<file path="config.mk">
export PLATFORM = sky130hd
export DESIGN_NAME = riscv_mc_controller
export DESIGN_NICKNAME = d
export VERILOG_FILES = /design/src/rtl/riscv_pkg.sv /design/src/rtl/riscv_alu_decoder.sv /design/src/rtl/riscv_mc_controller.sv
export SDC_FILE = /design/constraint.sdc
export NUM_CORES = 1
export LEC_CHECK = 0
export ABC_AREA = 1
export CAP_MARGIN = 20
export CORE_MARGIN = 8
export CORE_UTILIZATION = 40
export CTS_CLUSTER_DIAMETER = 60
export DETAILED_ROUTE_END_ITERATION = 8
export PLACE_DENSITY = 0.87
export SYNTH_ARGS = -nofsm -noshare
export SYNTH_HDL_FRONTEND = slang
export SYNTH_SLANG_ARGS = --single-unit
</file>
<file path="constraint.sdc">
create_clock -name clk -period 2.6 [get_ports clk]
set_clock_uncertainty 0.05 [all_clocks]
set_input_delay 0.26 -clock clk [delete_from_list [all_inputs] [get_ports clk]]
set_output_delay 0.26 -clock clk [all_outputs]
set_load 0.02 [all_outputs]
</file>
<file path="src/rtl/riscv_pkg.sv">
// Shared encodings for the RV32I multicycle controller: opcodes, FSM states,
// ALU select codes and datapath mux selects.
package riscv_pkg;

  localparam logic [6:0] OP_LW    = 7'b0000011;
  localparam logic [6:0] OP_SW    = 7'b0100011;
  localparam logic [6:0] OP_RTYPE = 7'b0110011;
  localparam logic [6:0] OP_ITYPE = 7'b0010011;
  localparam logic [6:0] OP_JAL   = 7'b1101111;
  localparam logic [6:0] OP_BEQ   = 7'b1100011;

  typedef enum logic [3:0] {
    StFetch,
    StDecode,
    StMemAdr,
    StMemRead,
    StMemWb,
    StMemWrite,
    StExecuteR,
    StExecuteI,
    StJal,
    StBeq,
    StAluWb
  } state_e;

  localparam logic [2:0] ALU_ADD = 3'b000;
  localparam logic [2:0] ALU_SUB = 3'b001;
  localparam logic [2:0] ALU_AND = 3'b010;
  localparam logic [2:0] ALU_OR  = 3'b011;
  localparam logic [2:0] ALU_SLT = 3'b100;

  typedef enum logic [1:0] {
    AluOpAdd   = 2'b00,
    AluOpSub   = 2'b01,
    AluOpFunct = 2'b10
  } alu_op_e;

  localparam logic [1:0] RESULT_ALUOUT = 2'b00;
  localparam logic [1:0] RESULT_DATA   = 2'b01;
  localparam logic [1:0] RESULT_ALU    = 2'b10;

  localparam logic [1:0] SRC_A_PC    = 2'b00;
  localparam logic [1:0] SRC_A_OLDPC = 2'b01;
  localparam logic [1:0] SRC_A_RD1   = 2'b10;

  localparam logic [1:0] SRC_B_RD2  = 2'b00;
  localparam logic [1:0] SRC_B_IMM  = 2'b01;
  localparam logic [1:0] SRC_B_FOUR = 2'b10;

  localparam logic [1:0] IMM_I = 2'b00;
  localparam logic [1:0] IMM_S = 2'b01;
  localparam logic [1:0] IMM_B = 2'b10;
  localparam logic [1:0] IMM_J = 2'b11;

endpackage

</file>
<file path="src/rtl/riscv_alu_decoder.sv">
// ALU decoder: maps the controller's alu_op plus instruction fields onto the
// ALU select code.
module riscv_alu_decoder
  import riscv_pkg::*;
(
  input  alu_op_e     alu_op_i,
  input  logic [2:0]  funct3_i,
  input  logic        op5_i,
  input  logic        funct7b5_i,
  output logic [2:0]  alu_control_o
);

  always_comb begin
    alu_control_o = ALU_ADD;
    unique case (alu_op_i)
      AluOpAdd: alu_control_o = ALU_ADD;
      AluOpSub: alu_control_o = ALU_SUB;
      AluOpFunct: begin
        unique case (funct3_i)
          // op[5] separates R-type sub from I-type addi, which has no sub form
          3'b000:  alu_control_o = (op5_i & funct7b5_i) ? ALU_SUB : ALU_ADD;
          3'b010:  alu_control_o = ALU_SLT;
          3'b110:  alu_control_o = ALU_OR;
          3'b111:  alu_control_o = ALU_AND;
          default: alu_control_o = ALU_ADD;
        endcase
      end
      default: alu_control_o = ALU_ADD;
    endcase
  end

endmodule

</file>
<file path="src/rtl/riscv_mc_controller.sv">
// Multicycle RV32I control unit: state register plus combinational output decode.
// Define RISCV_CTRL_BNE_EN to make funct3=001 branch on ~zero (bne support).
module riscv_mc_controller
  import riscv_pkg::*;
#(
  parameter int unsigned ALU_SEL_W = 3
) (
  input  logic                 clk,
  input  logic                 reset,
  input  logic [6:0]           op,
  input  logic [2:0]           funct3,
  input  logic                 funct7b5,
  input  logic                 zero,
  output logic                 pc_write,
  output logic                 adr_src,
  output logic                 mem_write,
  output logic                 ir_write,
  output logic                 reg_write,
  output logic [1:0]           result_src,
  output logic [1:0]           alu_src_a,
  output logic [1:0]           alu_src_b,
  output logic [1:0]           imm_src,
  output logic [ALU_SEL_W-1:0] alu_control
);

  state_e     state_q;
  alu_op_e    alu_op;
  logic       pc_update;
  logic       branch;
  logic       branch_cond;
  logic [2:0] alu_sel;

  always_ff @(posedge clk or posedge reset) begin
    if (reset) begin
      state_q <= StFetch;
    end else begin
      unique case (state_q)
        StFetch: state_q <= StDecode;
        StDecode: begin
          unique case (op)
            OP_LW, OP_SW: state_q <= StMemAdr;
            OP_RTYPE:     state_q <= StExecuteR;
            OP_ITYPE:     state_q <= StExecuteI;
            OP_JAL:       state_q <= StJal;
            OP_BEQ:       state_q <= StBeq;
            default:      state_q <= StFetch;
          endcase
        end
        StMemAdr:   state_q <= (op == OP_LW) ? StMemRead : StMemWrite;
        StMemRead:  state_q <= StMemWb;
        StMemWb:    state_q <= StFetch;
        StMemWrite: state_q <= StFetch;
        StExecuteR: state_q <= StAluWb;
        StExecuteI: state_q <= StAluWb;
        StJal:      state_q <= StAluWb;
        StAluWb:    state_q <= StFetch;
        StBeq:      state_q <= StFetch;
        default:    state_q <= StFetch;
      endcase
    end
  end

  always_comb begin
    pc_update  = 1'b0;
    branch     = 1'b0;
    adr_src    = 1'b0;
    mem_write  = 1'b0;
    ir_write   = 1'b0;
    reg_write  = 1'b0;
    result_src = RESULT_ALUOUT;
    alu_src_a  = SRC_A_PC;
    alu_src_b  = SRC_B_RD2;
    alu_op     = AluOpAdd;
    unique case (state_q)
      StFetch: begin
        ir_write   = 1'b1;
        alu_src_b  = SRC_B_FOUR;
        result_src = RESULT_ALU;
        pc_update  = 1'b1;
      end
      // Branch target is computed here so BEQ can compare in the same pass.
      StDecode: begin
        alu_src_a = SRC_A_OLDPC;
        alu_src_b = SRC_B_IMM;
      end
      StMemAdr: begin
        alu_src_a = SRC_A_RD1;
        alu_src_b = SRC_B_IMM;
      end
      StMemRead: adr_src = 1'b1;
      StMemWb: begin
        result_src = RESULT_DATA;
        reg_write  = 1'b1;
      end
      StMemWrite: begin
        adr_src   = 1'b1;
        mem_write = 1'b1;
      end
      StExecuteR: begin
        alu_src_a = SRC_A_RD1;
        alu_op    = AluOpFunct;
      end
      StExecuteI: begin
        alu_src_a = SRC_A_RD1;
        alu_src_b = SRC_B_IMM;
        alu_op    = AluOpFunct;
      end
      StAluWb: reg_write = 1'b1;
      StJal: begin
        alu_src_a = SRC_A_OLDPC;
        alu_src_b = SRC_B_FOUR;
        pc_update = 1'b1;
      end
      StBeq: begin
        alu_src_a = SRC_A_RD1;
        alu_op    = AluOpSub;
        branch    = 1'b1;
      end
      default: ;
    endcase
  end

`ifdef RISCV_CTRL_BNE_EN
  assign branch_cond = (funct3 == 3'b001) ? ~zero : zero;
`else
  assign branch_cond = zero;
`endif

  assign pc_write = pc_update | (branch & branch_cond);

  always_comb begin
    imm_src = IMM_I;
    unique case (op)
      OP_SW:   imm_src = IMM_S;
      OP_BEQ:  imm_src = IMM_B;
      OP_JAL:  imm_src = IMM_J;
      default: imm_src = IMM_I;
    endcase
  end

  riscv_alu_decoder u_alu_decoder (
    .alu_op_i      (alu_op),
    .funct3_i      (funct3),
    .op5_i         (op[5]),
    .funct7b5_i    (funct7b5),
    .alu_control_o (alu_sel)
  );

  assign alu_control = ALU_SEL_W'(alu_sel);

endmodule

</file>
## After elaboration in Yosys (flattened, before gate mapping)

Cells that the tools add are included.
W data, S select, Z words.

- Equal/unequal tests: 21
- Multiplexer cells: 17
- Bitwise gates (word level): 3
- Reduce and logical (&&, ||, !) cells: 11

Operator list:

| cell | number |
|---|---|
| $pmux W4 S5 | 2 |
| $eq A4 B3 Y1 const B | 4 |
| $pmux W2 S2 | 4 |
| $eq A7 B6 Y1 const B | 2 |
| $eq A7 B7 Y1 const B | 2 |
| $eq A4 B4 Y1 const B | 3 |
| $pmux W3 S4 | 1 |
| $reduce_or A2 Y1 | 6 |
| $eq A4 B2 Y1 const B | 2 |
| $eq A7 B2 Y1 const B | 1 |
| $eq A7 B5 Y1 const B | 1 |
| $mux W1 | 7 |
| $eq A3 B3 Y1 const B | 2 |
| $pmux W2 S3 | 1 |
| $pmux W3 S2 | 1 |
| $reduce_or A3 Y1 | 2 |
| $eq A4 B1 Y1 const B | 1 |
| $logic_not A4 Y1 | 1 |
| $reduce_or A4 Y1 | 1 |
| $eq A3 B2 Y1 const B | 1 |
| $logic_not A3 Y1 | 1 |
| $mux W3 | 1 |
| $and A1 B1 Y1 | 2 |
| $eq A2 B1 Y1 const B | 1 |
| other kinds (2) | 2 |

- Bits in registers: 4
- Bits of input ports: 14
- Output and inout bits: 16
- Word-level logic and storage cells: 53

## Logic depth before layout (Yosys ltp)

Gate-level depths: netlist of run 1.

- Word-level depth: 5
- Depth in mapped cells: 8
- Mapped depth without buffers: 8

## By module

From an unflattened synthesis of run 1, not the netlist that was laid out.

- Cells, all modules: 92
- Area, all modules: 525.5 sq um

Modules (own cells, without submodules):

| module | times used | cells each | area an instance (sq um) | seq. area each (sq um) |
|---|---|---|---|---|
| riscv_mc_controller | 1 | 73 | 429.2 | 100.1 |
| riscv_alu_decoder | 1 | 19 | 96.3 | 0.0 |

## Worst setup path before layout of run 1

No wires, ideal clock.

- Kind: reg-to-output
- Start: register state_q[3]
- End: output port alu_control[0]
- Data arrival time: 1.397 ns
- Required time: 2.290 ns
- Setup slack: 0.893 ns
- Cell stages (with the launch flop): 9
- Path buffers: 0
- Cell sequence: dfrtp_1 inv_2 nand2_2 nor2_4 ha_1 nand2_1 nor2_1 nand2_1 a21oi_1

- Cells in the longest elaborated chain, start to end: 5
- Elaborated cells between the ends (all ways): 8
- Classes of those cells: 5 x eq/ne; 2 x mux; 1 x reduce/logical

RTL lines:

| element | RTL line | source |
|---|---|---|
| from (decl) | riscv_mc_controller.sv:26 | `state_e state_q;` |
| from (signal assigned) | riscv_mc_controller.sv:35 | `state_q <= StFetch;` |
| from (signal assigned) | riscv_mc_controller.sv:38 | `StFetch: state_q <= StDecode;` |
| from (signal assigned) | riscv_mc_controller.sv:41 | `OP_LW, OP_SW: state_q <= StMemAdr;` |
| $eq A4 B3 Y1 | riscv_mc_controller.sv:74 | `unique case (state_q)` |
| $reduce_or A2 Y1 (no source line) | -- |  |
| $pmux W2 S2 (*) | riscv_mc_controller.sv:74 |  |
| $eq A2 B2 Y1 / $eq A2 B1 Y1 (equally long branches) | riscv_alu_decoder.sv:15 | `unique case (alu_op_i)` |
| $pmux W3 S2 (*) | riscv_alu_decoder.sv:15 |  |
| to (decl) | riscv_mc_controller.sv:23 | `output logic [ALU_SEL_W-1:0] alu_control` |

Every way passes the cells marked *; elsewhere a longest branch is shown, timed or not.

## Worst setup path in the final report of run 1

Same ends and word-level chain as after synthesis.

==> results of run 1 <==
==> metrics by stage <==
stage          hold WS (ns)  std cells  utilization  total power [µW]
2_1_floorplan       -0.0239         91            -               311
3_3_place_gp          0.399        134        0.654               459
3_5_place_dp          0.454        134        0.654               466
4_1_cts               0.207        137        0.672               545
5_1_grt               0.220        137        0.672               576
6_report              0.214        137        0.672               539
==> cell type report <==
cell class | instances | area share
Inverter | 21 | 0.0925
Timing Repair Buffer | 29 | 0.341
Tap cell | 15 | 0.0220
Sequential cell | 4 | 0.117
Multi-Input combinational cell | 65 | 0.401
Clock buffer | 3 | 0.0264
==> cell usage after synthesis, drive strengths merged <==
cell	number
inv	21
nand2	19
nor2	17
nand3	16
dfrtp	4
o21ai	4
a21oi	2
ha	2
nand4	2
o22ai	2
buf	1
nor3	1
==> report_power, final <==
group	total [µW]	internal [µW]	switching (µW)	leakage, µW
registers	91.2	73.7	17.4	0.0000536
clock network	76.9	51.6	25.3	0.0000138
logic	371	165	206	0.000338
==> kinds of logic (layout without fill, tap and decap cells) <==
| family | count (synthesis) | count (layout) |
|---|---|---|
| AND/OR/NAND/NOR | 55 | 55 |
| adder cells (fa/ha/maj) | 2 | 2 |
| buffers and inverters | 22 | 53 |
| AO/OA/AOI/OAI | 8 | 8 |
| flip-flops | 4 | 4 |
==> worst reg2reg max path, delay by kind of cell, from the launching register on <==
family,cells,cell delay [ns]
AND/OR/NAND/NOR,4,0.48
buffers and inverters,1,0.11
flip-flops,1,0.42
==> metal layers <==
metal  GRT usage  up-vias
met2       0.229       26
met5           0        -
met4      0.0776        0
met1       0.116      295
met3      0.0256        4
li1            -      350
==> how the worst max path moves through the flow <==
stage                          start              to  slack [ns]  cells past startpoint
after floorplan           state_q[3]  alu_control[0]        0.89                      8
after global placement    state_q[3]  alu_control[0]        0.48                      9
after detailed placement  state_q[3]  alu_control[0]        0.40                      9
after CTS                 state_q[3]  alu_control[0]        0.14                      9
after global routing      state_q[3]  alu_control[0]        0.04                      9
final                     state_q[3]  alu_control[0]        0.14                      9
==> flow_summary.json, run 1 <==
{
  "outcome": "finished, final reports clean",
  "setup_viol": 0,
  "max_slew.worst_pin.slew_ns": 0.302,
  "synth_area_leaders": "dfrtp_1 19%, nand3_1 14%, nand2_1 10%",
  "drt_iter0_drc": 13,
  "cp-start-kind": "register",
  "path_common_cell": "nand2_1",
  "top_register": "state_q",
  "dp_hpwl_um": 1380,
  "die-area_mm2": 0.00274,
  "register_area_um2": 100,
  "wl_met3_um": 100,
  "fillers": 117,
  "regToRegEndpoint": "state_q[1]",
  "chipHeight_um": 52.3,
  "crit_family": "buffers and inverters",
  "grt_overflow": 0,
  "wire_per_inst_um": 11.6,
  "slew_viol_final": 0,
  "synth_top_area_share": 0.190,
  "hp-class": "primary input to async pin",
  "initial_utilization": 0.416,
  "first_pass_iters": 4,
  "cts_resized": 0,
  "power_density_mw_per_mm2": 633,
  "ir_drop_mv": 0.334,
  "postSynthAreaPerCell_um2": 5.80,
  "clock_path_buffers": 2,
  "ys_seq_elements": 4,
  "multi_input_area_um2": 342,
  "crit_fanout": 6,
  "largest_reg_flops": 4,
  "cts_sinks": 4,
  "relSlewSlack": 0.798,
  "place_ws_ns": 0.401,
  "endpoint_kind": "output pin",
  "dr_wl_met2_um": 801,
  "synth-xor-area-share": 0,
  "crit_chain": "inv_2 > nand2_2 > nor2_4 > ha_1 > nand2_1 > nor2_1 > nand2_1 > a21oi_1 > clkdlybuf4s50_1",
  "drtAntennaViolNets": 0,
  "syn_inst": 91,
  "muxShareOfSynthArea": 0,
  "timing.rr.start": "state_q[2]",
  "worstPathArrival_ns": 2.15,
  "syn2layout_area_growth_pct": 61.4,
  "clk_latency_ns": 0.24,
  "gp_congestion": 0.808,
  "power_leakage_uw": 0.000405,
  "die_x_um": 52.3,
  "htreeDepth": 1,
  "nets": 140,
  "syn_nets": 107,
  "final_common_cell": "clkdlybuf4s50_1",
  "synth_top_family_by_area": "simple AND/OR/NAND/NOR gates",
  "layout_common_cells": "29 x clkdlybuf4s50_1, 15 x nand3_1, 14 x nand2_1",
  "viasPerCell": 4.93,
  "dr_total_vias": 675,
  "cts_tree": "yes",
  "yosysTopAreaCell": "dfrtp_1",
  "wl_um": 1590,
  "layout-drive-gt1-share": 0.189,
  "grt_pass1_vias": 639,
  "diodes": 0,
  "synth_cell_types": 18,
  "required_ns": 2.29,
  "row_count": 13,
  "final.min_clock_period_ns": 2.46,
  "hold_viol": 0,
  "critPathKind": "register to output pin",
  "cts_buffers": 3,
  "rsz0062_at_grt": "no",
  "final.setup.worst_slack_ns": 0.140,
  "top_regs": "state_q: 4 flops",
  "hold_buffers": 0,
  "wl_met1_um": 655,
  "critPathBufInv": 2,
  "finalCritPeriodShare": 0.946,
  "timing.fmax_mhz": 407,
  "core-area_mm2": 0.00127,
  "reg2regPathDepth": 5,
  "syn_area_um2": 528,
  "cts_root_buf": "clkbuf_4",
  "drv_cap": 0,
  "grt_pass1_wl_um": 2610,
  "synthAdderAreaFrac": 0.0474,
  "crit_path_top_delay_cell": "clkdlybuf4s50_1",
  "ys_seq_area_frac": 0.190,
  "slowest_delay_ns": 0.63,
  "ios": 30,
  "synth_compound_area_frac": 0.0877,
  "place_area_um2": 830,
  "post_cts_buffers": 0,
  "worst-r2r-setup-slack_ns": 1.47,
  "io_buffers": 29,
  "yosys_warnings": 0,
  "synthSimpleGateAreaFrac": 0.512,
  "grt_max_degree": 8,
  "clkTransAtPathRegs_ns": 0.04,
  "design_area_um2": 852,
  "fin_tns_setup_ns": 0,
  "grt.total_usage": 0.122,
  "top_layer_used": "met4",
  "drt_drc_violations_left": 0,
  "antenna_found_initial": 0
}
Note: power is estimated with default switching activity, not from simulation.
==> inputs of run 2 (changes only) <==
--- a/config.mk
+++ b/config.mk
@@ -9,6 +9,7 @@
 export CAP_MARGIN = 20
 export CORE_MARGIN = 8
 export CORE_UTILIZATION = 40
+export CTS_BUF_LIST = sky130_fd_sc_hd__clkbuf_4 sky130_fd_sc_hd__clkbuf_8 sky130_fd_sc_hd__clkbuf_16
 export CTS_CLUSTER_DIAMETER = 60
 export DETAILED_ROUTE_END_ITERATION = 8
 export PLACE_DENSITY = 0.87
==> results of run 2 <==
Same layout as run 1: the final DEF is identical, and so are final timing and power.
==> variant: new RTL, settings of run 2 <==
Reset style: synchronous (`reset`), changed in one clocked block.
--- a/src/rtl/riscv_mc_controller.sv
+++ b/src/rtl/riscv_mc_controller.sv
@@ -30,7 +30,7 @@
   logic       branch_cond;
   logic [2:0] alu_sel;
 
-  always_ff @(posedge clk or posedge reset) begin
+  always_ff @(posedge clk) begin
     if (reset) begin
       state_q <= StFetch;
     end else begin
Behaviour: differs if reset is asserted again (counterexample within 4 cycles, from zero or initial values and one cycle with reset high); with reset held inactive, the same outputs for 10 cycles.
==> variant against run 2 <==
Non-clock buffer count is the same. Via count shrank 3.7%. Largest cell class unchanged. Area after synthesis shrank 3.1%. Routed wire length shrank 13%. Setup slack gained 0.088 ns. Critical endpoint unchanged. Cell area shrank 1.3%. Cell count grew 2.2%. Sequential cell count is the same. Global-route usage shrank 1.1 points. Maximum frequency grew 3.7%. Die area shrank 2.1%. First-iteration DRC count shrank 54%.
Power is not compared: it rests on default switching activity, and its combinational part moved more than twofold at a synthesized area within 25%.
==> variant: results (changes against run 2) <==
| Item | Reported | Unit | Delta |
| --- | --- | --- | --- |
| Routability Congestion | 0.8383 | - | was 0.8080 |
| Met2 track utilization from global routing | 19.03 | % | was 22.92% |
| Met3 Use GR | 4.843 | % | was 2.557% |
| Clock edge transition at the registers on the reported setup and hold paths | 0.04 | ns | about the same |
| Instance count of the mapped netlist | 94 | - | was 91 |
| Number of vias per cell | 4.643 | - | was 4.927 |
| DP Area | 813.3 | um2 | was 829.5 um2 |
| Highest net fanout along the worst path | 5 | - | was 6 |
| CTS Root Buffer Type | clkbuf_4 | - | unchanged |
| Most instantiated flip-flop cell in the synthesis netlist | dfxtp_1 | - | was dfrtp_1 |
| Result of the run | finished, final reports clean | - | unchanged |
| WL final | 1391 | um | was 1592 um |
| Sequential-to-total area share from yosys stat | 15.65 | % | was 18.96% |
| Largest net degree at the start of global routing | 7 | - | was 8 |
| Net count after synthesis | 110 | - | was 107 |
| Wire length on met1 | 599 | um | was 655 um |
| Source of the worst register-to-register timing path | state_q[1] | - | was state_q[2] |
| Net count of the finished layout | 143 | - | was 140 |
| Routed wl met3 | 123 | um | was 100 um |
| Number of unique standard cell types used by synthesis | 19 | - | was 18 |
| Most frequent cells after synthesis | inv_1 (20), nand2_1 (20), nor2_1 (15), nand3_1 (9), a21oi_1 (6) | - | was nand3_1 (15), nand2_1 (14), nor2_1 (13), inv_1 (12), inv_2 (9) |
| Worst R2R End | state_q[2] | - | was state_q[1] |
| Detailed placer's ending HPWL | 1246 | um | was 1385 um |
| Uppermost signal routing layer after detailed routing | met3 | - | was met4 |
| Worst hold path type | reg2reg | - | was in2async |
| Global routing usage summed across all routing layers | 11.07 | % | was 12.22% |
| Worst Reg-to-Reg Cells | 7 | - | was 5 |
| Met1 track demand over resource in global routing | 11.69 | % | was 11.58% |
| Via count | 650 | - | was 675 |
| Ratio of cells with drive above 1 in the final layout | 9.600 | % | was 18.85% |
| Cell types with the largest area share after synthesis | dfxtp_1 (16%), inv_1 (15%), nand2_1 (15%) | - | was dfrtp_1 (19%), nand3_1 (14%), nand2_1 (10%) |
| Wire length of the first global-routing pass | 2415 | um | was 2608 um |
| Slowest cell delay on critical path | 0.53 | ns | was 0.63 ns |
==> variant: cells by family (layout without fill, tap and decap cells) <==
logic type	count (synthesis)	in the layout	synth area share, %
buffers and inverters	23	54	17.60
AND/OR/NAND/NOR	52	52	46.94
flip-flops	4	4	15.65
AO/OA/AOI/OAI	13	13	14.92
adder cells (fa/ha/maj)	2	2	4.889
==> variant: tightest hold or removal path: stages (launching register included) <==
cell and delay (ns):
dfxtp_1 0.37, nor2_2 0.07, nand2_1 0.05, a21oi_1 0.05
==> variant: final cells by class <==
type / count / share of cell area, %
repair buffers: 29 / 34.82
well taps: 15 / 2.232
inverters: 22 / 9.821
flip-flops and latches: 4 / 9.524
clock buffers: 3 / 2.679
multi-input cells: 67 / 40.92
==> variant: worst max-delay path by stage <==
stage                     from              to  cells past startpoint
floorplan           state_q[1]  alu_control[1]                      5
global placement    state_q[1]  alu_control[1]                      6
detailed placement  state_q[1]  alu_control[1]                      6
CTS                 state_q[1]  alu_control[1]                      6
global route        state_q[1]  alu_control[0]                     10
finish              state_q[1]  alu_control[0]                     10
==> variant: power groups by stage <==
stage	logic [mW]	clock network, mW	registers (mW)
CTS	0.0806	0.0796	0.0647
global route	0.0878	0.0858	0.0649
global placement	0.0793	0	0.0655
finish	0.0800	0.0746	0.0647
floorplan	0.0389	0	0.0654
detailed placement	0.0802	0	0.0656
==> variant: what timing repair did <==
item,in CTS,in global routing
endpoints found under the setup margin,0,2
gates resized for setup,0,2
buffers inserted,0,0
==> variant: per-stage QoR <==
stage               utilization (%)  setup WS, ns  total power [mW]
finish                        67.13        0.2282            0.2193
detailed placement            64.94        0.3432            0.1458
global placement              64.94        0.3842            0.1448
CTS                           66.73       0.08300            0.2249
floorplan                         -        0.6134            0.1043
global route                  67.13       0.01728            0.2385
